`src/rtl/div_iter_unit_pkg.sv`:
```
// Shared types and sizing for the iterative EX-stage divider.
package div_iter_unit_pkg;

  typedef enum logic [1:0] {
    IDLE = 2'd0,
    BUSY = 2'd1,
    DONE = 2'd2
  } div_state_t;

  localparam int DIV_WIDTH = 32;
  localparam int DIV_ITERS = DIV_WIDTH;

endpackage

```
`src/rtl/div_iter_unit_step.sv`:
```
// One restoring radix-2 step: shift the next dividend bit into the partial
// remainder, conditionally subtract the divisor, shift the outcome into quo.
module div_iter_unit_step #(
  parameter int WIDTH = 32
) (
  input  logic [WIDTH-1:0] remIn,
  input  logic [WIDTH-1:0] quoIn,
  input  logic [WIDTH-1:0] divisor,
  output logic [WIDTH-1:0] remOut,
  output logic [WIDTH-1:0] quoOut
);

  logic [WIDTH:0] remShift;
  logic           fits;

  assign remShift = {remIn, quoIn[WIDTH-1]};
  assign fits     = remShift >= {1'b0, divisor};

  // The difference is always below 2^WIDTH when fits, so the low bits suffice.
  assign remOut = fits ? (remShift[WIDTH-1:0] - divisor) : remShift[WIDTH-1:0];
  assign quoOut = {quoIn[WIDTH-2:0], fits};

endmodule

```
`src/rtl/div_iter_unit.sv`:
```
// Iterative restoring divider for MIPS DIV/DIVU; holds EX via div_stall
// until the result is ready, then keeps HI/LO until the next completion.
//
//   state | meaning
//   IDLE  | waiting for a DIV/DIVU in EX; latches operands on start
//   BUSY  | one restoring step per cycle, WIDTH steps total
//   DONE  | result valid; waits for EX to advance (ext_stall low)
module div_iter_unit
  import div_iter_unit_pkg::*;
#(
  parameter int WIDTH = DIV_ITERS,
  parameter int CNT_W = 6
) (
  input  logic             clk,
  input  logic             resetn,
  input  logic             div_validE,
  input  logic             is_signedE,
  input  logic [WIDTH-1:0] srcaE,
  input  logic [WIDTH-1:0] srcbE,
  input  logic             flush_exceptionM,
  input  logic             ext_stall,
  output logic             div_stall,
  output logic             div_ready,
  output logic [WIDTH-1:0] hi_o,
  output logic [WIDTH-1:0] lo_o
);

  localparam logic [CNT_W-1:0] LAST_CNT = CNT_W'(WIDTH - 1);

  div_state_t       state;
  logic [CNT_W-1:0] cnt;
  logic [WIDTH-1:0] remReg;
  logic [WIDTH-1:0] quoReg;
  logic [WIDTH-1:0] divisorReg;
  logic             signQ;
  logic             signR;

  logic [WIDTH-1:0] remNext;
  logic [WIDTH-1:0] quoNext;
  logic [WIDTH-1:0] absA;
  logic [WIDTH-1:0] absB;
  logic             negA;
  logic             negB;

  assign negA = is_signedE & srcaE[WIDTH-1];
  assign negB = is_signedE & srcbE[WIDTH-1];
  assign absA = negA ? (-srcaE) : srcaE;
  assign absB = negB ? (-srcbE) : srcbE;

  div_iter_unit_step #(.WIDTH(WIDTH)) uStep (
    .remIn   (remReg),
    .quoIn   (quoReg),
    .divisor (divisorReg),
    .remOut  (remNext),
    .quoOut  (quoNext)
  );

  assign div_stall = div_validE & (state != DONE) & ~flush_exceptionM;
  assign div_ready = (state == DONE);

  always_ff @(posedge clk or negedge resetn) begin
    if (!resetn) begin
      state      <= IDLE;
      cnt        <= '0;
      remReg     <= '0;
      quoReg     <= '0;
      divisorReg <= '0;
      signQ      <= 1'b0;
      signR      <= 1'b0;
      hi_o       <= '0;
      lo_o       <= '0;
    end else if (flush_exceptionM) begin
      // Abort leaves the last committed HI/LO untouched.
      state <= IDLE;
      cnt   <= '0;
    end else begin
      case (state)
        IDLE: begin
          if (div_validE) begin
            remReg     <= '0;
            quoReg     <= absA;
            divisorReg <= absB;
            signQ      <= negA ^ negB;
            signR      <= negA;
            cnt        <= '0;
            state      <= BUSY;
          end
        end
        BUSY: begin
          remReg <= remNext;
          quoReg <= quoNext;
          if (cnt == LAST_CNT) begin
            lo_o  <= signQ ? (-quoNext) : quoNext;
            hi_o  <= signR ? (-remNext) : remNext;
            cnt   <= '0;
            state <= DONE;
          end else begin
            cnt <= cnt + CNT_W'(1);
          end
        end
        DONE: begin
          if (!ext_stall) state <= IDLE;
        end
        default: state <= IDLE;
      endcase
    end
  end

endmodule

```
`config.mk`:
```
export PLATFORM = sky130hd
export DESIGN_NAME = div_iter_unit
export DESIGN_NICKNAME = d
export VERILOG_FILES = /design/src/rtl/div_iter_unit_pkg.sv /design/src/rtl/div_iter_unit_step.sv /design/src/rtl/div_iter_unit.sv
export SDC_FILE = /design/constraint.sdc
export NUM_CORES = 1
export LEC_CHECK = 0
export ABC_AREA = 1
export BUFFER_PORTS_ARGS = -buffer_cell sky130_fd_sc_hd__buf_2
export CAP_MARGIN = 15
export CELL_PAD_IN_SITES_DETAIL_PLACEMENT = 0
export CELL_PAD_IN_SITES_GLOBAL_PLACEMENT = 1
export CORE_MARGIN = 2
export CORE_UTILIZATION = 45
export CTS_CLUSTER_SIZE = 30
export DETAILED_ROUTE_END_ITERATION = 12
export GPL_ROUTABILITY_DRIVEN = 0
export PLACE_DENSITY_LB_ADDON = 0.2
export SYNTH_ARGS = -nofsm -noshare
export SYNTH_HDL_FRONTEND = slang
export SYNTH_SLANG_ARGS = --single-unit
```
`constraint.sdc`:
```
create_clock -name clk -period 5.4 [get_ports clk]
set_input_delay 1.62 -clock clk [delete_from_list [all_inputs] [get_ports clk]]
set_output_delay 1.62 -clock clk [all_outputs]
set_load 0.05 [all_outputs]
```
# [Word level (Yosys, flattened, before mapping)]
# Cells that the tools add are included.
[totals] reg_bits=170 latchBits=0 ramBits=0 romBits=0 out_inout_bits=66 elab_cells=56 mem_count=0
[op_classes] addsub=6 mul=0 div_mod_pow=0 order_cmp=1 eq_ne=8 shifts=0 n_mux=18 bitwise_logic=6 reduce_logical=8
[ops] operator="$mux W32" n=7
[ops] operator="$neg A32 Y32" n=4
[ops] operator="$pmux W32 S2" n=2
[ops] operator="$ge A33 B32 Y1" n=1
[ops] operator="$sub A32 B32 Y32" n=1
[ops] operator="$mux W6" n=3
[ops] operator="$pmux W6 S2" n=1
[ops] operator="$reduce_and A3 Y1" n=4
[ops] operator="$ne A3 B3 Y1 const B" n=3
[ops] operator="$mux W2" n=4
[ops] operator="$add A6 B1 Y6 const B" n=1
[ops] operator="$eq A6 B5 Y1 const B" n=1
[ops] operator="$pmux W2 S3" n=1
[ops] operator="$and A1 B1 Y1" n=4
[ops] operator="$ne A2 B2 Y1 const B" n=2
[ops] operator="$reduce_bool A3 Y1" n=1
[ops] operator="$eq A2 B1 Y1 const B" n=1
[ops] operator="$eq A2 B2 Y1 const B" n=1
[ops] operator="$logic_not A2 Y1" n=1
[ops] operator="$reduce_and A2 Y1" n=1
[ops] operator="$reduce_bool A2 Y1" n=1
[ops] operator="$not A1 Y1" n=1
[ops] operator="$xor A1 B1 Y1" n=1

# [Depth between registers and ports, before layout]
[logic_depth] word_depth=4 depth_mapped=28 mapped_depth_nobuf=27

# [By module]
# From an unflattened synthesis, not the netlist that was laid out.
[unflattened] cells_unflattened=2163 hier_area_um2=13533.0
[modules_own_cells] module="div_iter_unit" n_inst=1 cells_each=1484 area_each_um2=10132.2
[modules_own_cells] module="div_iter_unit_step" n_inst=1 cells_each=679 area_each_um2=3400.8

# [Least setup slack after synthesis]
# OpenSTA, ideal clock, no wires.
[synth_timing] path_type="input -> output" startpoint="in flush_exceptionM" endpoint="out div_stall" t_arrival_ns=2.450 t_required_ns=3.780 setup_slack_ns=1.330 stages=3 n_path_buf=0 path_cell_list="inv_1 nand2_1 nor2_1"
[synth_between] elab_chain_cells=2
[synth_rtl] item="start: declaration" line="div_iter_unit.sv:20" text="input logic flush_exceptionM,"
[synth_rtl] item="$not A1 Y1 (no line)"
[synth_rtl] item="$and A1 B1 Y1" line="div_iter_unit.sv:58" text="assign div_stall = div_validE & (state != DONE) & ~flush_exceptionM;"
[synth_rtl] item="end: declaration" line="div_iter_unit.sv:22" text="output logic div_stall,"
# Every way passes these cells.

# [Worst setup path after layout]
[layout_timing] startpoint="reg remReg[19]" endpoint="reg lo_o[28]"
[layout_between] elab_chain_cells=3
[layout_rtl] item="start: declaration" line="div_iter_unit.sv:32" text="logic [WIDTH-1:0] remReg;"
[layout_rtl] item="start signal: assignment" line="div_iter_unit.sv:90" text="remReg <= remNext;"
[layout_rtl] item="$ge A33 B32 Y1" line="div_iter_unit_step.sv:17" text="assign fits = remShift >= {1'b0, divisor};"
[layout_rtl] item="$neg A32 Y32" line="div_iter_unit.sv:93" text="lo_o <= signQ ? (-quoNext) : quoNext;"
[layout_rtl] item="$mux W32" line="div_iter_unit.sv:93"
[layout_rtl] item="end signal: assignment" line="div_iter_unit.sv:93"
[layout_rtl] item="end: declaration" line="div_iter_unit.sv:25" text="output logic [WIDTH-1:0] lo_o"
# Every way passes these cells.
# A chain may end at the register's enable or synchronous reset.

==> run summary <==
The run finished with clean final reports. The final layout contains routed wiring with a total length of 40,900 µm. The post-route minimum period was 4450 ps. The async set-reset flop share out of synthesis was 1.00; the ratio of cells with drive above 1 in the final layout was 0.134. The power per cell area is 581 nW/µm², and the residual antenna-violating net count after detailed routing is 0.

The mean instance size in the synthesized netlist was 6.81 µm²; the netlist area before placement was 12,600 µm². The number of max-slew violations in the final report was 0; the routed via count divided by cell count was 5.25. Post-CTS timing repair inserted 0 buffers for setup.

The number of global-route vias before repair was 11,900; the setup TNS was 0 ps. The floorplan step set the die height to 171 µm. Synthesis inferred 170 register bits. For the post-cts resize count, the log shows 0. The filler cells instantiated in the layout total 2,939.

The run gives 4 as the CTS H-tree depth. The starting density of the core was 0.455; the wire length of the first global-routing pass was 64,600 µm. The quantity of I/O buffers inserted on ports came out at 135. Setup repair after global routing left no endpoint under its margin. Synthesis handed over a netlist of 1,847 instances.

By count the netlist is led by 530 x sky130_fd_sc_hd__nand2_1, 239 x sky130_fd_sc_hd__inv_1, 176 x sky130_fd_sc_hd__o21ai_0, 170 x sky130_fd_sc_hd__dfrtp_1, 149 x sky130_fd_sc_hd__nor2_1. For this run, the leading register cell type out of synthesis is sky130_fd_sc_hd__dfrtp_1. Across all setup checks in the final design, the least slack found is 947 ps. Worst slew margin relative to its limit: 0.260. The worst clock skew was 25.3 ps.

The worst setup path is captured at a register. The net count of the finished layout is 2,060. TritonCTS built the clock tree. The final count of negative-setup-slack endpoints is 0. The sequential fraction of the synthesis area is 0.338, and the hold violation count in the final report is 0.

The most used standard cell by instance count after synthesis is sky130_fd_sc_hd__nand2_1. From synthesis to final layout, the design area changed by 12.6%. For the pin with the worst max-slew slack, the measured transition is 1110 ps. The clock passes through at most 2 buffers. The die is 171 µm wide. The worst-skew pair later-pin latency came out at 460 ps.

In this run, CTS created clock tree buffers numbering 17. The routed wire length per instance was 17.5 µm. The cell at the root of the clock tree is sky130_fd_sc_hd__clkbuf_16. The die covers 29,300 µm².

For the number of antenna repair diodes, the log shows 0. In this run, post-CTS hold repair placed 0 buffers. Summed over all instances, the cell type with the most area after synthesis is sky130_fd_sc_hd__dfrtp_1.

Row count: 61. Synthesis instantiated 51 different standard cells from the library. The routed layout has 12,300 vias. Critical path arrival: 4820 ps. The tools report the maximum number of pins on one net before global-route repair as 93.

The residual DRC count was 0; the maximum VDD drop was 0.000385 V. For the area of the placeable core, the log shows 27,600 µm². The run gives 225 MHz as the timing-limited maximum frequency. The detailed router finished its first iteration with 861 violations.

The area share of the largest cell type after synthesis was 0.338. The number of nets in the synthesized netlist is 1,955. Top-level I/O count: 136. Yosys attributes the largest share of cell area to sky130_fd_sc_hd__dfrtp_1 34%, sky130_fd_sc_hd__nand2_1 16%, sky130_fd_sc_hd__inv_1 7.1%. Yosys mapped a number of flops with a built-in enable equal to 0. The run gives 1 as the number of antenna violations at the first check in global routing. The overall overflow remaining after global route is 0, and the maximum net fanout on the critical path is 46.

The setup path with the least slack is of type reg2reg. The final critical-path share of the clock period is 0.825, and the number of synthesis warnings is 0. For this design the static power due to leakage is 0.00744 µW. After clock tree synthesis, the clock-pin slew on the worst setup and hold paths is 80 ps. The tool flagged a number of max-cap violations equal to 0. At the placement stage, the worst setup path has a slack of 992 ps. The required time at the worst-slack endpoint was 5760 ps. The first detailed-routing pass ran for 5 iterations. Combined global-route utilization of all metal layers: 0.287. STA classifies the critical path startpoint as a register. For the number of clock sinks seen by CTS, the log shows 170. The tightest min-delay check is of the reg2reg type. Once detailed placement completed, the half-perimeter wirelength came to 32,000 µm.
sequential cells by signal, summed over array words and instances, names as in the netlist:
name / flops
divisorReg: 32
hi_o: 32
lo_o: 32
quoReg: 32
remReg: 32
cnt: 6
state: 2
signQ: 1
signR: 1
path summary, 6_finish.rpt:
check                           slack, ps        endpoint  cells past startpoint        from
worst min-delay path                  480        hi_o[29]                      2    hi_o[29]
worst max-delay path                  950        lo_o[28]                     24  remReg[19]
max in group asynchronous            3160        lo_o[24]                      2      resetn
min in group asynchronous            1220  divisorReg[14]                      1      resetn
worst max register to register        950        lo_o[28]                     24  remReg[19]
worst min register to register        480        hi_o[29]                      2    hi_o[29]
metal layers:
| layer | GRT usage | share of wire | vias up |
|---|---|---|---|
| met4 | 0.122 | 0.036 | 2 |
| met5 | 0 | 0.00027 | - |
| met2 | 0.484 | 0.48 | 346 |
| met1 | 0.361 | 0.43 | 5720 |
| met3 | 0.0520 | 0.053 | 75 |
| li1 | - | - | 6152 |
worst max-delay path, cell delays in order (launching register included):
cell                      delay, ps
sky130_fd_sc_hd__dfrtp_1        410
sky130_fd_sc_hd__ha_1           390
sky130_fd_sc_hd__nand2_1        100
sky130_fd_sc_hd__nand2_1         90
sky130_fd_sc_hd__inv_1           60
sky130_fd_sc_hd__nand2_1         80
sky130_fd_sc_hd__nand2_1         80
sky130_fd_sc_hd__nand2_1         70
sky130_fd_sc_hd__nand2_1         80
sky130_fd_sc_hd__nand2_2         90
sky130_fd_sc_hd__nor2_8         310
sky130_fd_sc_hd__nand2_8        300
sky130_fd_sc_hd__inv_4          250
sky130_fd_sc_hd__ha_1           210
sky130_fd_sc_hd__nand2_1        120
sky130_fd_sc_hd__nor2_1         190
sky130_fd_sc_hd__nand2_1         90
sky130_fd_sc_hd__nor3_1         200
sky130_fd_sc_hd__nand2_1        110
sky130_fd_sc_hd__inv_1          120
sky130_fd_sc_hd__nand3_1        100
sky130_fd_sc_hd__o41ai_1        420
sky130_fd_sc_hd__o21ai_0        190
sky130_fd_sc_hd__xor2_1         170
sky130_fd_sc_hd__o21ai_0        140
placed cells by master (no fill, tap or decap), types with 23 or more instances in the layout:
master / synthesis / layout
sky130_fd_sc_hd__o21ai_0: 176 / 176
sky130_fd_sc_hd__nand2_2: 31 / 31
sky130_fd_sc_hd__dfrtp_1: 170 / 170
sky130_fd_sc_hd__buf_2: 1 / 134
sky130_fd_sc_hd__xor2_1: 85 / 85
sky130_fd_sc_hd__inv_1: 239 / 239
sky130_fd_sc_hd__a21oi_1: 65 / 65
sky130_fd_sc_hd__nor3_1: 23 / 23
sky130_fd_sc_hd__nor2_1: 149 / 147
sky130_fd_sc_hd__nand2_1: 530 / 529
sky130_fd_sc_hd__ha_1: 37 / 37
sky130_fd_sc_hd__nand3_1: 108 / 107
sky130_fd_sc_hd__nand4_1: 24 / 24
report_power, final:
| group | internal (µW) | switching [µW] |
|---|---|---|
| Combinational | 1510 | 3680 |
| Sequential | 1480 | 227 |
| Clock | 649 | 677 |
stage by stage:
stage               area (µm²)  cells  total power (µW)  hold slack, ps  utilization
floorplan                12600   1847              5490             433            -
global placement         13500   2311              6830             457        0.490
detailed placement       13500   2311              6840             461        0.490
CTS                      14200   2343              8200             482        0.512
global route             14200   2343              8910             495        0.512
finish                   14200   2343              8230             477        0.512
area by class of cell:
cell class | instances | area [µm²] | share of cell area
Clock buffer | 17 | 425 | 0.0300
Clock inverter | 15 | 201 | 0.0142
Inverter | 248 | 933 | 0.0659
Multi-Input combinational cell | 1372 | 7120 | 0.503
Sequential cell | 170 | 4250 | 0.300
Tap cell | 378 | 473 | 0.0334
Timing Repair Buffer | 143 | 754 | 0.0533
kinds of logic after synthesis:
group / Yosys count / synth area share
compound gates: 314 / 0.139
fa+ha+maj: 38 / 0.0384
xor+xnor: 96 / 0.0669
buf+inv: 305 / 0.0973
simple gates: 924 / 0.320
flops: 170 / 0.338
(Power assumes the default switching activity.)
